<file path="config.mk">
export PLATFORM = sky130hd
export DESIGN_NAME = alu_uart_sequencer
export DESIGN_NICKNAME = d
export VERILOG_FILES = /design/src/rtl/alu_uart_sequencer_pkg.sv /design/src/rtl/alu_uart_sequencer_checker.sv /design/src/rtl/alu_uart_sequencer_frame_timeout_counter.sv /design/src/rtl/alu_uart_sequencer.sv
export SDC_FILE = /design/constraint.sdc
export NUM_CORES = 1
export LEC_CHECK = 0
export ABC_AREA = 1
export CAP_MARGIN = 20
export CORE_MARGIN = 8
export CORE_UTILIZATION = 47
export DETAILED_ROUTE_END_ITERATION = 10
export PLACE_DENSITY = 0.79
export SYNTH_ARGS = -nofsm -noshare
export SYNTH_HDL_FRONTEND = slang
export SYNTH_SLANG_ARGS = --single-unit
export TNS_END_PERCENT = 30
</file>
<file path="constraint.sdc">
create_clock -name i_clock -period 1.49 [get_ports i_clock]
set_input_delay 0.2235 -clock i_clock [delete_from_list [all_inputs] [get_ports i_clock]]
set_output_delay 0.2235 -clock i_clock [all_outputs]
set_load 0.02 [all_outputs]
</file>
<file path="src/rtl/alu_uart_sequencer_pkg.sv">
// Shared definitions for the ALU/UART frame sequencer: opcode codes,
// default opcode width and the sequencer state encoding.
package alu_uart_sequencer_pkg;

  localparam int NB_OP_DEFAULT = 6;
  localparam int OPCODE_W      = 6;

  localparam logic [OPCODE_W-1:0] OP_ADD = 6'b100000;
  localparam logic [OPCODE_W-1:0] OP_SUB = 6'b100010;
  localparam logic [OPCODE_W-1:0] OP_AND = 6'b100100;
  localparam logic [OPCODE_W-1:0] OP_OR  = 6'b100101;
  localparam logic [OPCODE_W-1:0] OP_XOR = 6'b100110;
  localparam logic [OPCODE_W-1:0] OP_NOR = 6'b100111;
  localparam logic [OPCODE_W-1:0] OP_SRA = 6'b000011;
  localparam logic [OPCODE_W-1:0] OP_SRL = 6'b000010;

  typedef enum logic [2:0] {
    ST_WAIT_A  = 3'd0,
    ST_WAIT_B  = 3'd1,
    ST_WAIT_OP = 3'd2,
    ST_CHECK   = 3'd3,
    ST_SEND    = 3'd4,
    ST_WAIT_TX = 3'd5
  } seq_state_e;

  function automatic logic opcode_is_valid(input logic [OPCODE_W-1:0] op);
    logic valid;
    case (op)
      OP_ADD, OP_SUB, OP_AND, OP_OR,
      OP_XOR, OP_NOR, OP_SRA, OP_SRL: valid = 1'b1;
      default:                        valid = 1'b0;
    endcase
    return valid;
  endfunction

endpackage

</file>
<file path="src/rtl/alu_uart_sequencer_checker.sv">
// Protocol properties of the sequencer outputs, kept apart from the datapath.
module alu_uart_sequencer_checker (
  input logic clock,
  input logic reset_n,
  input logic tx_start,
  input logic error,
  input logic busy
);

  a_start_single_cycle: assert property (@(posedge clock) disable iff (!reset_n)
    tx_start |=> !tx_start);

  a_error_single_cycle: assert property (@(posedge clock) disable iff (!reset_n)
    error |=> !error);

  a_start_excludes_error: assert property (@(posedge clock) disable iff (!reset_n)
    !(tx_start && error));

  a_start_while_busy: assert property (@(posedge clock) disable iff (!reset_n)
    tx_start |-> busy);

endmodule

</file>
<file path="src/rtl/alu_uart_sequencer_frame_timeout_counter.sv">
// Inter-byte watchdog: counts enabled cycles since the last clear and flags
// the cycle in which the count sits at its final value.
module alu_uart_sequencer_frame_timeout_counter #(
  parameter int TIMEOUT_CYC = 1000000
) (
  input  logic clock,
  input  logic reset_n,
  input  logic clear,
  input  logic enable,
  output logic expired
);

  localparam int CNT_W = (TIMEOUT_CYC > 1) ? $clog2(TIMEOUT_CYC) : 1;
  localparam logic [CNT_W-1:0] LAST = CNT_W'(TIMEOUT_CYC - 1);

  logic [CNT_W-1:0] count_r;

  // Idle-cycle counter; saturates at LAST so it can never wrap.
  always_ff @(posedge clock) begin
    if (!reset_n) begin
      count_r <= {CNT_W{1'b0}};
    end else if (clear) begin
      count_r <= {CNT_W{1'b0}};
    end else if (enable && (count_r != LAST)) begin
      count_r <= count_r + {{(CNT_W-1){1'b0}}, 1'b1};
    end else begin
      count_r <= count_r;
    end
  end

  // Must not depend on clear: the sequencer derives clear from its next state.
  assign expired = enable && (count_r == LAST);

endmodule

</file>
<file path="src/rtl/alu_uart_sequencer.sv">
// Collects operand A, operand B and opcode bytes from a UART receiver, drives
// them to an external ALU and forwards the result byte to the UART transmitter.
module alu_uart_sequencer
  import alu_uart_sequencer_pkg::*;
#(
  parameter int DBIT        = 8,
  parameter int NB_OP       = NB_OP_DEFAULT,
  parameter int TIMEOUT_CYC = 1000000
) (
  input  logic             i_clock,
  input  logic             i_reset,
  input  logic [DBIT-1:0]  i_rx_data,
  input  logic             i_rx_done,
  input  logic             i_tx_done,
  input  logic [DBIT-1:0]  i_alu_result,
  output logic [DBIT-1:0]  o_data_a,
  output logic [DBIT-1:0]  o_data_b,
  output logic [NB_OP-1:0] o_opcode,
  output logic [DBIT-1:0]  o_tx_data,
  output logic             o_tx_start,
  output logic             o_busy,
  output logic             o_error
);

  localparam int OPW = (NB_OP > OPCODE_W) ? NB_OP : OPCODE_W;

  seq_state_e       state_r;
  seq_state_e       state_next_s;
  logic [DBIT-1:0]  data_a_r;
  logic [DBIT-1:0]  data_b_r;
  logic [NB_OP-1:0] opcode_r;
  logic [DBIT-1:0]  tx_data_r;
  logic             tx_start_r;
  logic             busy_r;
  logic             error_r;

  logic             load_a_s;
  logic             load_b_s;
  logic             load_op_s;
  logic             latch_tx_s;
  logic             start_s;
  logic             error_s;
  logic             accept_s;
  logic             clear_s;
  logic             enable_s;
  logic             expired_s;
  logic             op_valid_s;
  logic [OPW-1:0]   op_wide_s;

  // A wider opcode field is only valid when its extra high bits are zero.
  assign op_wide_s  = OPW'(opcode_r);
  assign op_valid_s = ((op_wide_s >> OPCODE_W) == {OPW{1'b0}})
                      && opcode_is_valid(op_wide_s[OPCODE_W-1:0]);

  assign enable_s = (state_r == ST_WAIT_B) || (state_r == ST_WAIT_OP);
  assign clear_s  = accept_s || (state_next_s != state_r);

  alu_uart_sequencer_frame_timeout_counter #(
    .TIMEOUT_CYC (TIMEOUT_CYC)
  ) u_frame_timeout_counter (
    .clock   (i_clock),
    .reset_n (i_reset),
    .clear   (clear_s),
    .enable  (enable_s),
    .expired (expired_s)
  );

  // Next-state and datapath strobes; a received byte outranks a timeout.
  always_comb begin
    state_next_s = state_r;
    load_a_s     = 1'b0;
    load_b_s     = 1'b0;
    load_op_s    = 1'b0;
    latch_tx_s   = 1'b0;
    start_s      = 1'b0;
    error_s      = 1'b0;
    accept_s     = 1'b0;
    case (state_r)
      ST_WAIT_A: begin
        if (i_rx_done) begin
          load_a_s     = 1'b1;
          accept_s     = 1'b1;
          state_next_s = ST_WAIT_B;
        end else begin
          state_next_s = ST_WAIT_A;
        end
      end
      ST_WAIT_B: begin
        if (i_rx_done) begin
          load_b_s     = 1'b1;
          accept_s     = 1'b1;
          state_next_s = ST_WAIT_OP;
        end else if (expired_s) begin
          error_s      = 1'b1;
          state_next_s = ST_WAIT_A;
        end else begin
          state_next_s = ST_WAIT_B;
        end
      end
      ST_WAIT_OP: begin
        if (i_rx_done) begin
          load_op_s    = 1'b1;
          accept_s     = 1'b1;
          state_next_s = ST_CHECK;
        end else if (expired_s) begin
          error_s      = 1'b1;
          state_next_s = ST_WAIT_A;
        end else begin
          state_next_s = ST_WAIT_OP;
        end
      end
      ST_CHECK: begin
        if (op_valid_s) begin
          latch_tx_s   = 1'b1;
          start_s      = 1'b1;
          state_next_s = ST_SEND;
        end else begin
          error_s      = 1'b1;
          state_next_s = ST_WAIT_A;
        end
      end
      ST_SEND: begin
        state_next_s = ST_WAIT_TX;
      end
      ST_WAIT_TX: begin
        if (i_tx_done) begin
          state_next_s = ST_WAIT_A;
        end else begin
          state_next_s = ST_WAIT_TX;
        end
      end
      default: begin
        state_next_s = ST_WAIT_A;
      end
    endcase
  end

  // State, operand and output registers; reset outranks every other event.
  always_ff @(posedge i_clock) begin
    if (!i_reset) begin
      state_r    <= ST_WAIT_A;
      data_a_r   <= {DBIT{1'b0}};
      data_b_r   <= {DBIT{1'b0}};
      opcode_r   <= {NB_OP{1'b0}};
      tx_data_r  <= {DBIT{1'b0}};
      tx_start_r <= 1'b0;
      busy_r     <= 1'b0;
      error_r    <= 1'b0;
    end else begin
      state_r    <= state_next_s;
      tx_start_r <= start_s;
      error_r    <= error_s;
      busy_r     <= (state_next_s != ST_WAIT_A);
      if (load_a_s) begin
        data_a_r <= i_rx_data;
      end
      if (load_b_s) begin
        data_b_r <= i_rx_data;
      end
      if (load_op_s) begin
        opcode_r <= i_rx_data[NB_OP-1:0];
      end
      if (latch_tx_s) begin
        tx_data_r <= i_alu_result;
      end
    end
  end

  assign o_data_a   = data_a_r;
  assign o_data_b   = data_b_r;
  assign o_opcode   = opcode_r;
  assign o_tx_data  = tx_data_r;
  assign o_tx_start = tx_start_r;
  assign o_busy     = busy_r;
  assign o_error    = error_r;

  alu_uart_sequencer_checker u_checker (
    .clock    (i_clock),
    .reset_n  (i_reset),
    .tx_start (tx_start_r),
    .error    (error_r),
    .busy     (busy_r)
  );

endmodule

</file>
==> results of run 1 <==
[cell type report]
cell class	count	area, um^2	share of cell area
clock buffer	6	72.6	0.0179
tap	75	93.8	0.0231
clock inverter	2	35.0	0.00864
sequential	56	1140	0.281
multi-input combinational	296	1590	0.391
inverter	52	211	0.0522
timing repair buffer	101	913	0.225
[cells in the mapped netlist]
cell type  number  area share
a21oi_1         8       0.014
buf_4           2      0.0053
buf_6           4       0.016
clkbuf_1        3      0.0040
clkinv_1        1      0.0013
dfxtp_1        56        0.40
ha_1            1      0.0044
inv_1          43       0.057
inv_2           6      0.0080
inv_4           1      0.0022
inv_6           1      0.0031
nand2_1        88        0.12
nand2_2         1      0.0022
nand2_4         1      0.0040
nand3_1        28       0.050
nand3_2         5       0.018
nand3_4         1      0.0062
nand4_1         4      0.0089
nor2_1         83        0.11
nor2_2         21       0.047
nor2_4          2      0.0080
nor3_1          2      0.0035
nor3_2          2      0.0071
nor3_4          1      0.0058
o21ai_0        28       0.050
o21ai_1         8       0.014
o31ai_1         1      0.0027
xnor2_1         4       0.012
xor2_1          7       0.022
[cells in the final DEF, fill, tap and decap left out, types with 2 or more instances in the layout]
cell type / count
xnor2_1: 4
nor2_1: 71
dfxtp_1: 42
nand4_1: 4
o21ai_0: 28
nand2_4: 2
clkbuf_8: 5
buf_4: 45
xor2_1: 7
dlygate4sd2_1: 28
clkdlybuf4s50_1: 20
a21oi_1: 7
nor2_2: 27
nor3_2: 2
o21ai_1: 8
nor2_4: 8
dlymetal6s2s_1: 4
inv_2: 5
nor3_4: 2
inv_1: 43
dfxtp_2: 13
nand3_4: 5
nand3_1: 24
inv_6: 2
nand2_1: 82
nand3_2: 5
nand2_2: 6
buf_12: 4
[power breakdown]
part / leakage [nW] / internal, mW / switching, mW
Combinational: 1.25 / 0.274 / 0.360
Clock: 0.0552 / 0.500 / 0.489
Sequential: 0.462 / 1.55 / 0.0391
Total: 1.76 / 2.33 / 0.888
[through the flow]
step,std cells,TNS (ps)
final,588,-1830
after global routing,588,-3380
after CTS,587,-2170
after detailed placement,575,-8080
after global placement,575,-5830
after floorplan,413,0
[flip-flops by register name (all words and copies together), names as in the netlist]
signal	flops
o_tx_start	1
state_r	3
o_data_b	8
o_busy	1
o_error	1
o_data_a	8
o_tx_data	8
u_frame_timeout_counter.count_r	20
o_opcode	6
[logic make-up (layout without fill, tap and decap cells)]
family | after synthesis | in the layout | synth area share
flip-flops | 56 | 56 | 0.397
AND/OR/NAND/NOR | 239 | 239 | 0.387
buffers and inverters | 61 | 161 | 0.0970
adder cells (fa/ha/maj) | 1 | 1 | 0.00443
AO/OA/AOI/OAI | 45 | 45 | 0.0806
XOR/XNOR | 11 | 11 | 0.0341
[how the worst max path moves through the flow]
stage | startpoint | to | slack [ps]
detailed placement | i_rx_done | u_frame_timeout_counter.count_r[1] | -320
global route | u_frame_timeout_counter.count_r[3] | u_frame_timeout_counter.count_r[11] | -210
CTS | u_frame_timeout_counter.count_r[0] | u_frame_timeout_counter.count_r[8] | -110
finish | i_rx_done | u_frame_timeout_counter.count_r[19] | -130
global placement | i_rx_done | u_frame_timeout_counter.count_r[1] | -250
floorplan | u_frame_timeout_counter.count_r[0] | u_frame_timeout_counter.count_r[17] | 4
[worst min-delay path: cells and delay by family]
kind | cells | cell delay, ps
buffers and inverters | 1 | 390
AND/OR/NAND/NOR | 2 | 100
[per-layer routing]
| layer | up-vias | part of all wire |
|---|---|---|
| li1 | 1481 | - |
| met1 | 1434 | 0.39 |
| met2 | 90 | 0.53 |
| met3 | 18 | 0.058 |
| met4 | 0 | 0.021 |
| met5 | - | 0 |
[repair_timing]
| item | in CTS | in global routing |
|---|---|---|
| hold buffers | 0 | 0 |
| setup endpoints to repair | 49 | 34 |
| buffers inserted | 3 | 2 |
| gates cloned | 1 | 0 |
| pin swaps | 5 | 8 |
| resized for setup | 50 | 35 |
==> flow_metrics.env, run 1 <==
export IMPL_synthesized_instance_count=413
export IMPL_cell_depth_of_the_worst_flop_to_flop_path=12
export IMPL_cts_sinks=56
export IMPL_syn_to_final_growth_pct=43.6
export IMPL_mappedNetlistArea_mm2=0.00282
export IMPL_timing_critical_path_buf_inv=4
export IMPL_die_area_mm2=0.00875
export IMPL_antenna_diode_count=0
export IMPL_syn_mean_instance_area_um2=6.84
export IMPL_stdcell_area_mm2=0.00405
export IMPL_gp_congestion=0.880
export IMPL_maximum_capacitance_violations=0
export IMPL_grt_first_pass_wirelength_um=13700
export IMPL_finalHoldWorstSlack_ps=445
export IMPL_cts_max_path_buffers=2
export IMPL_vias_per_cell=5.14
export IMPL_layout_worst_path_cycle_share=1.09
export IMPL_whs_endpoint="o_tx_data[3]"
export IMPL_cpLargestDelayFamily="buffers and inverters"
export IMPL_rsz_0062_raised_after_global_routing="yes"
export IMPL_place_port_buffers=52
export IMPL_path_common_cell="nand2_2"
export IMPL_cts_inserted_buffers=5
export IMPL_post_route_min_period_ps=1620
export IMPL_detail_route_antenna_nets=0
export IMPL_fmax_mhz=616
export IMPL_drc_errors=0
export IMPL_delay_contributed_by_the_slowest_stage_of_the_critical_path_ps=520
export IMPL_detailedPlacementHpwl_um=5820
export IMPL_floorplan_rows=28
export IMPL_number_of_antenna_violations_at_the_first_check_in_global_routing=0
export IMPL_cts_root_buf="clkbuf_8"
export IMPL_synth_lib_cells_used_distinct=29
export IMPL_timing_hold_worst_class="in -> reg"
export IMPL_regToRegSetupSlack_ps=-120
export IMPL_globalRoute_totalOverflow=0
export IMPL_grt_use_total=0.191
export IMPL_power_leakage_nw=1.76
export IMPL_layout_core_utilization=0.693
export IMPL_routed_via_count=3023
export IMPL_timing_setup_critical_path_class="in -> reg"
export IMPL_yosysSeqAreaShare=0.397
export IMPL_dpl_cell_area_mm2=0.00374
export IMPL_detailedPlace_worstSlack_ps=-322
export IMPL_hp_start="i_alu_result[3]"
export IMPL_yosys_warnings=0
export IMPL_status="finished with violations"
export IMPL_fillers=478
export IMPL_post_route_cells_drive_above_1_share=0.269
export IMPL_final_max_tran_viols=0
export IMPL_design_power_total_mw=3.21
export IMPL_synth_net_count=434
export IMPL_use_met2=0.351
export IMPL_route_detailed_wl_per_inst_um=14.2
export IMPL_cp_depth=11
export IMPL_die_width_um=93.5
export IMPL_drt_first_pass_iters=4
export IMPL_wl_um=8330
export IMPL_synth_ff_latch_count=56
export IMPL_worstPathArrival_ps=1880
export IMPL_power_density_mw_per_mm2=793
export IMPL_clock_latency_ps=310
export IMPL_rr_endpoint="u_frame_timeout_counter.count_r[19]"
export IMPL_via_count_of_the_first_global_routing_pass=3035
export IMPL_timing_critical_path_cells="clkdlybuf4s50_1 -> buf_4 -> nor2_2 -> nand2_4 -> nand2_2 -> nand2_2 -> nand2_2 -> nand3_4 -> buf_12 -> buf_12 -> nor2_2"
export IMPL_slowest_stage="clkdlybuf4s50_1"
export IMPL_final_setup_worst_slack_ps=-133
export IMPL_cts_tree="done"
export IMPL_power_ir_vdd_worst_uv=691
export IMPL_floorplan_core_area_mm2=0.00585
export IMPL_top_level_ports=53
export IMPL_req_time_crit_path_ps=1740
export IMPL_initial_cell_density_of_the_core=0.483
export IMPL_die_height_um=93.5
export IMPL_relSlewSlack=0.764
export IMPL_cts_clk_slew_worst_paths_ps=90
export IMPL_timing_clock_skew_ps=6.58
export IMPL_grt_start_max_net_pins=27
export IMPL_tightestPinTransition_ps=352
export IMPL_detail_route_iter0_violations=234
export IMPL_timing_critical_path_from_type="input pin"
export IMPL_end_kind="flip-flop"
export IMPL_grtUsageMet1=0.203
export IMPL_crit_path_max_fanout=6
export IMPL_met3_usage=0.0489
export IMPL_hold_viol_final=0
export IMPL_timing_rr_start="u_frame_timeout_counter.count_r[0]"
export IMPL_number_of_levels_in_the_clock_h_tree=2
export IMPL_final_setup_viol_count=20
export IMPL_failing_checks="setup timing"
export IMPL_global_route_peak_usage_layer="met2"
export IMPL_holdPathStages=3
export IMPL_num_nets_final=533
(Power assumes the default switching activity.)
==> run 2: changes to the inputs <==
--- a/config.mk
+++ b/config.mk
@@ -6,7 +6,7 @@
 export NUM_CORES = 1
 export LEC_CHECK = 0
 export ABC_AREA = 1
-export CAP_MARGIN = 20
+export CAP_MARGIN = 30
 export CORE_MARGIN = 8
 export CORE_UTILIZATION = 47
 export DETAILED_ROUTE_END_ITERATION = 10
==> results of run 2 <==
Same layout as run 1: the final DEF is identical, and so are final timing and power.
==> run 3: changes to the inputs <==
--- a/config.mk
+++ b/config.mk
@@ -8,9 +8,9 @@
 export ABC_AREA = 1
 export CAP_MARGIN = 30
 export CORE_MARGIN = 8
-export CORE_UTILIZATION = 47
+export CORE_UTILIZATION = 48
 export DETAILED_ROUTE_END_ITERATION = 10
-export PLACE_DENSITY = 0.79
+export PLACE_DENSITY_LB_ADDON = 0.25
 export SYNTH_ARGS = -nofsm -noshare
 export SYNTH_HDL_FRONTEND = slang
 export SYNTH_SLANG_ARGS = --single-unit
==> constraint.sdc (replaced) <==
create_clock -name i_clock -period 1.6 [get_ports i_clock]
set_input_delay 0.24 -clock i_clock [delete_from_list [all_inputs] [get_ports i_clock]]
set_output_delay 0.24 -clock i_clock [all_outputs]
set_load 0.02 [all_outputs]
==> run 3 against run 2 <==
  * The run still ends with setup timing left
  * Power decreased by 12%
  * Utilization is 1.6 points lower
  * Clock power decreased by 23%
  * Sequential share of layout area grew 0.90 points
  * Sequential cell count did not move
  * Register-to-register slack gained 100 ps
  * Via count shrank 5.3%
  * Worst setup slack improved by 120 ps
  * First-iteration DRC count is 45% lower
  * Clock-buffer cell count fell by 1
  * Non-clock buffer count fell by 22
  * Combinational power down 5.5%
  * Highest routed layer unchanged
==> flow_metrics.env, run 3 (synthesis results as in run 1) <==
export IMPL_timing_critical_path_from_type="flip-flop"
export IMPL_power_share_sequential=0.521
export IMPL_timing_critical_path_buf_inv=2
export IMPL_grt_first_pass_wirelength_um=12400
export IMPL_clock_latency_ps=310
export IMPL_timing_setup_tns_ps=-111
export IMPL_syn_to_final_growth_pct=39.4
export IMPL_highest_layer="met4"
export IMPL_detail_route_wirelength_met1_um=3110
export IMPL_regToRegSetupSlack_ps=-20
export IMPL_final_setup_viol_count=14
export IMPL_rsz_0062_raised_after_global_routing="yes"
export IMPL_hp_start="i_alu_result[6]"
export IMPL_cts_inserted_buffers=5
export IMPL_delay_contributed_by_the_slowest_stage_of_the_critical_path_ps=380
export IMPL_holdPathStages=3
export IMPL_final_setup_worst_slack_ps=-15.9
export IMPL_detailedPlacementHpwl_um=5560
export IMPL_highest_count_cells_in_the_layout_ignoring_fill_and_taps="nand2_1, nor2_1, clkdlybuf4s50_1"
export IMPL_layout_cells_most_common="nand2_1"
export IMPL_antenna_diode_count=0
export IMPL_tightestPinTransition_ps=337
export IMPL_largest_register_ffs=20
export IMPL_switching_fraction_of_total_power=0.289
export IMPL_timing_setup_critical_path_class="reg -> reg"
export IMPL_cts_root_buf="clkbuf_8"
export IMPL_cpLargestDelayFamily="simple AND/OR/NAND/NOR gates"
export IMPL_cts_hold_buffers=0
export IMPL_critPathLaunch="u_frame_timeout_counter.count_r[9]"
export IMPL_hold_viol_final=0
export IMPL_internal_power_mw=2.02
export IMPL_power_leakage_nw=1.53
export IMPL_clock_power_share=0.269
export IMPL_req_time_crit_path_ps=1820
export IMPL_end_kind="flip-flop"
export IMPL_layout_worst_path_cycle_share=1.01
export IMPL_top_register="u_frame_timeout_counter.count_r"
export IMPL_power_net_switching_mw=0.820
export IMPL_num_nets_final=511
export IMPL_detail_route_iter0_violations=128
export IMPL_timing_clock_skew_ps=8.76
export IMPL_timing_rr_start="u_frame_timeout_counter.count_r[9]"
export IMPL_cp_depth=12
export IMPL_slowest_stage="dfxtp_4"
export IMPL_post_route_cells_drive_above_1_share=0.246
export IMPL_timing_critical_path_cells="inv_2 -> nor2_1 -> nand2_1 -> nor2_4 -> nand3_4 -> nand2_4 -> nand2_4 -> nand2_2 -> nand2_2 -> nand3_4 -> clkbuf_16 -> nor2_2"
export IMPL_worstPathArrival_ps=1830
export IMPL_relSlewSlack=0.774
export IMPL_grt_start_max_net_pins=27
export IMPL_status="finished with violations"
export IMPL_combinationalPowerShare=0.211
export IMPL_die_height_um=92.7
export IMPL_place_port_buffers=52
export IMPL_vias_per_cell=5.06
export IMPL_drt_first_pass_iters=4
export IMPL_die_width_um=92.7
export IMPL_globalRoute_totalOverflow=0
export IMPL_detail_route_antenna_nets=0
export IMPL_detailedPlace_worstSlack_ps=-198
export IMPL_floorplan_rows=28
export IMPL_via_count_of_the_first_global_routing_pass=2811
export IMPL_initial_cell_density_of_the_core=0.486
export IMPL_cts_clk_slew_worst_paths_ps=90
export IMPL_number_of_antenna_violations_at_the_first_check_in_global_routing=0
export IMPL_grt_use_total=0.173
export IMPL_power_ir_vdd_worst_uv=477
export IMPL_failing_checks="setup timing"
export IMPL_number_of_levels_in_the_clock_h_tree=2
export IMPL_crit_path_max_fanout=5
export IMPL_floorplan_core_area_mm2=0.00582
export IMPL_cts_sinks=56
export IMPL_routed_via_count=2862
export IMPL_final_max_tran_viols=0
export IMPL_timing_hold_worst_class="in -> reg"
export IMPL_wl_um=7510
export IMPL_power_density_mw_per_mm2=722
export IMPL_drc_errors=0
export IMPL_gp_congestion=0.941
export IMPL_fmax_mhz=619
export IMPL_met3_routed_length_um=413
export IMPL_cell_depth_of_the_worst_flop_to_flop_path=12
export IMPL_die_area_mm2=0.00859
export IMPL_cts_max_path_buffers=2
export IMPL_routed_wl_met2_um=3830
export IMPL_maximum_capacitance_violations=0
export IMPL_post_route_min_period_ps=1620
export IMPL_top_level_ports=53
export IMPL_route_detailed_wl_per_inst_um=13.3
export IMPL_cts_tree="done"
[run 3: cell types whose count changed in the layout (fill, tap and decap cells not counted), sizes merged]
cell,delta
bufinv,-1
clkinvlp,-1
dlymetal6s2s,-1
clkdlybuf4s50,+29
dlygate4sd2,-28
clkinv,+3
buf,-23
[run 3: worst register-to-register path: stages (launching register included)]
cell and delay [ps]:
dfxtp_4 380, inv_2 40, nor2_1 90, nand2_1 120, nor2_4 150, nand3_4 110, nand2_4 110, nand2_4 60
nand2_2 70, nand2_2 70, nand3_4 130, clkbuf_16 180, nor2_2 30
[run 3: cell type report]
cell class | instances | area (um^2)
Multi-Input combinational cell | 296 | 1620
Clock buffer | 5 | 68.8
Inverter | 52 | 205
Fill cell | 526 | 1880
Clock inverter | 3 | 18.8
Tap cell | 75 | 93.8
Sequential cell | 56 | 1140
Timing Repair Buffer | 79 | 786
[run 3: power groups by stage]
stage	clock network (mW)	registers, mW	logic [mW]
after global placement	0	1.51	0.541
after detailed placement	0	1.51	0.549
final	0.763	1.48	0.599
after floorplan	0	1.56	0.251
after global routing	0.859	1.49	0.651
after CTS	0.792	1.48	0.551
[run 3: path summary, 6_finish.rpt]
check,end
hold / removal,o_tx_data[6]
hold reg to reg,o_tx_data[0]
setup / recovery,u_frame_timeout_counter.count_r[2]
setup reg to reg,u_frame_timeout_counter.count_r[2]
[run 3: repair_timing]
item,4_1_cts,5_1_grt
cloned,0,1
endpoints found under the setup margin,20,24
gates resized for setup,3,65
buffers inserted,0,3
pin swaps,0,9
[run 3: layer usage]
metal  vias up  global-route usage
met5         -                   0
met2        70               0.303
li1       1444                   -
met3        13              0.0542
met1      1335               0.192
met4         0              0.0671
[run 3: stage by stage]
step | hold slack, ps | std cells | power (mW) | area [um^2] | util
after global placement | 458 | 554 | 2.05 | 3590 | 0.617
final | 466 | 566 | 2.84 | 3940 | 0.677
after CTS | 459 | 562 | 2.82 | 3680 | 0.633
after floorplan | 343 | 413 | 1.81 | 2840 | -
after detailed placement | 464 | 554 | 2.06 | 3590 | 0.617
after global routing | 472 | 566 | 3.00 | 3940 | 0.677
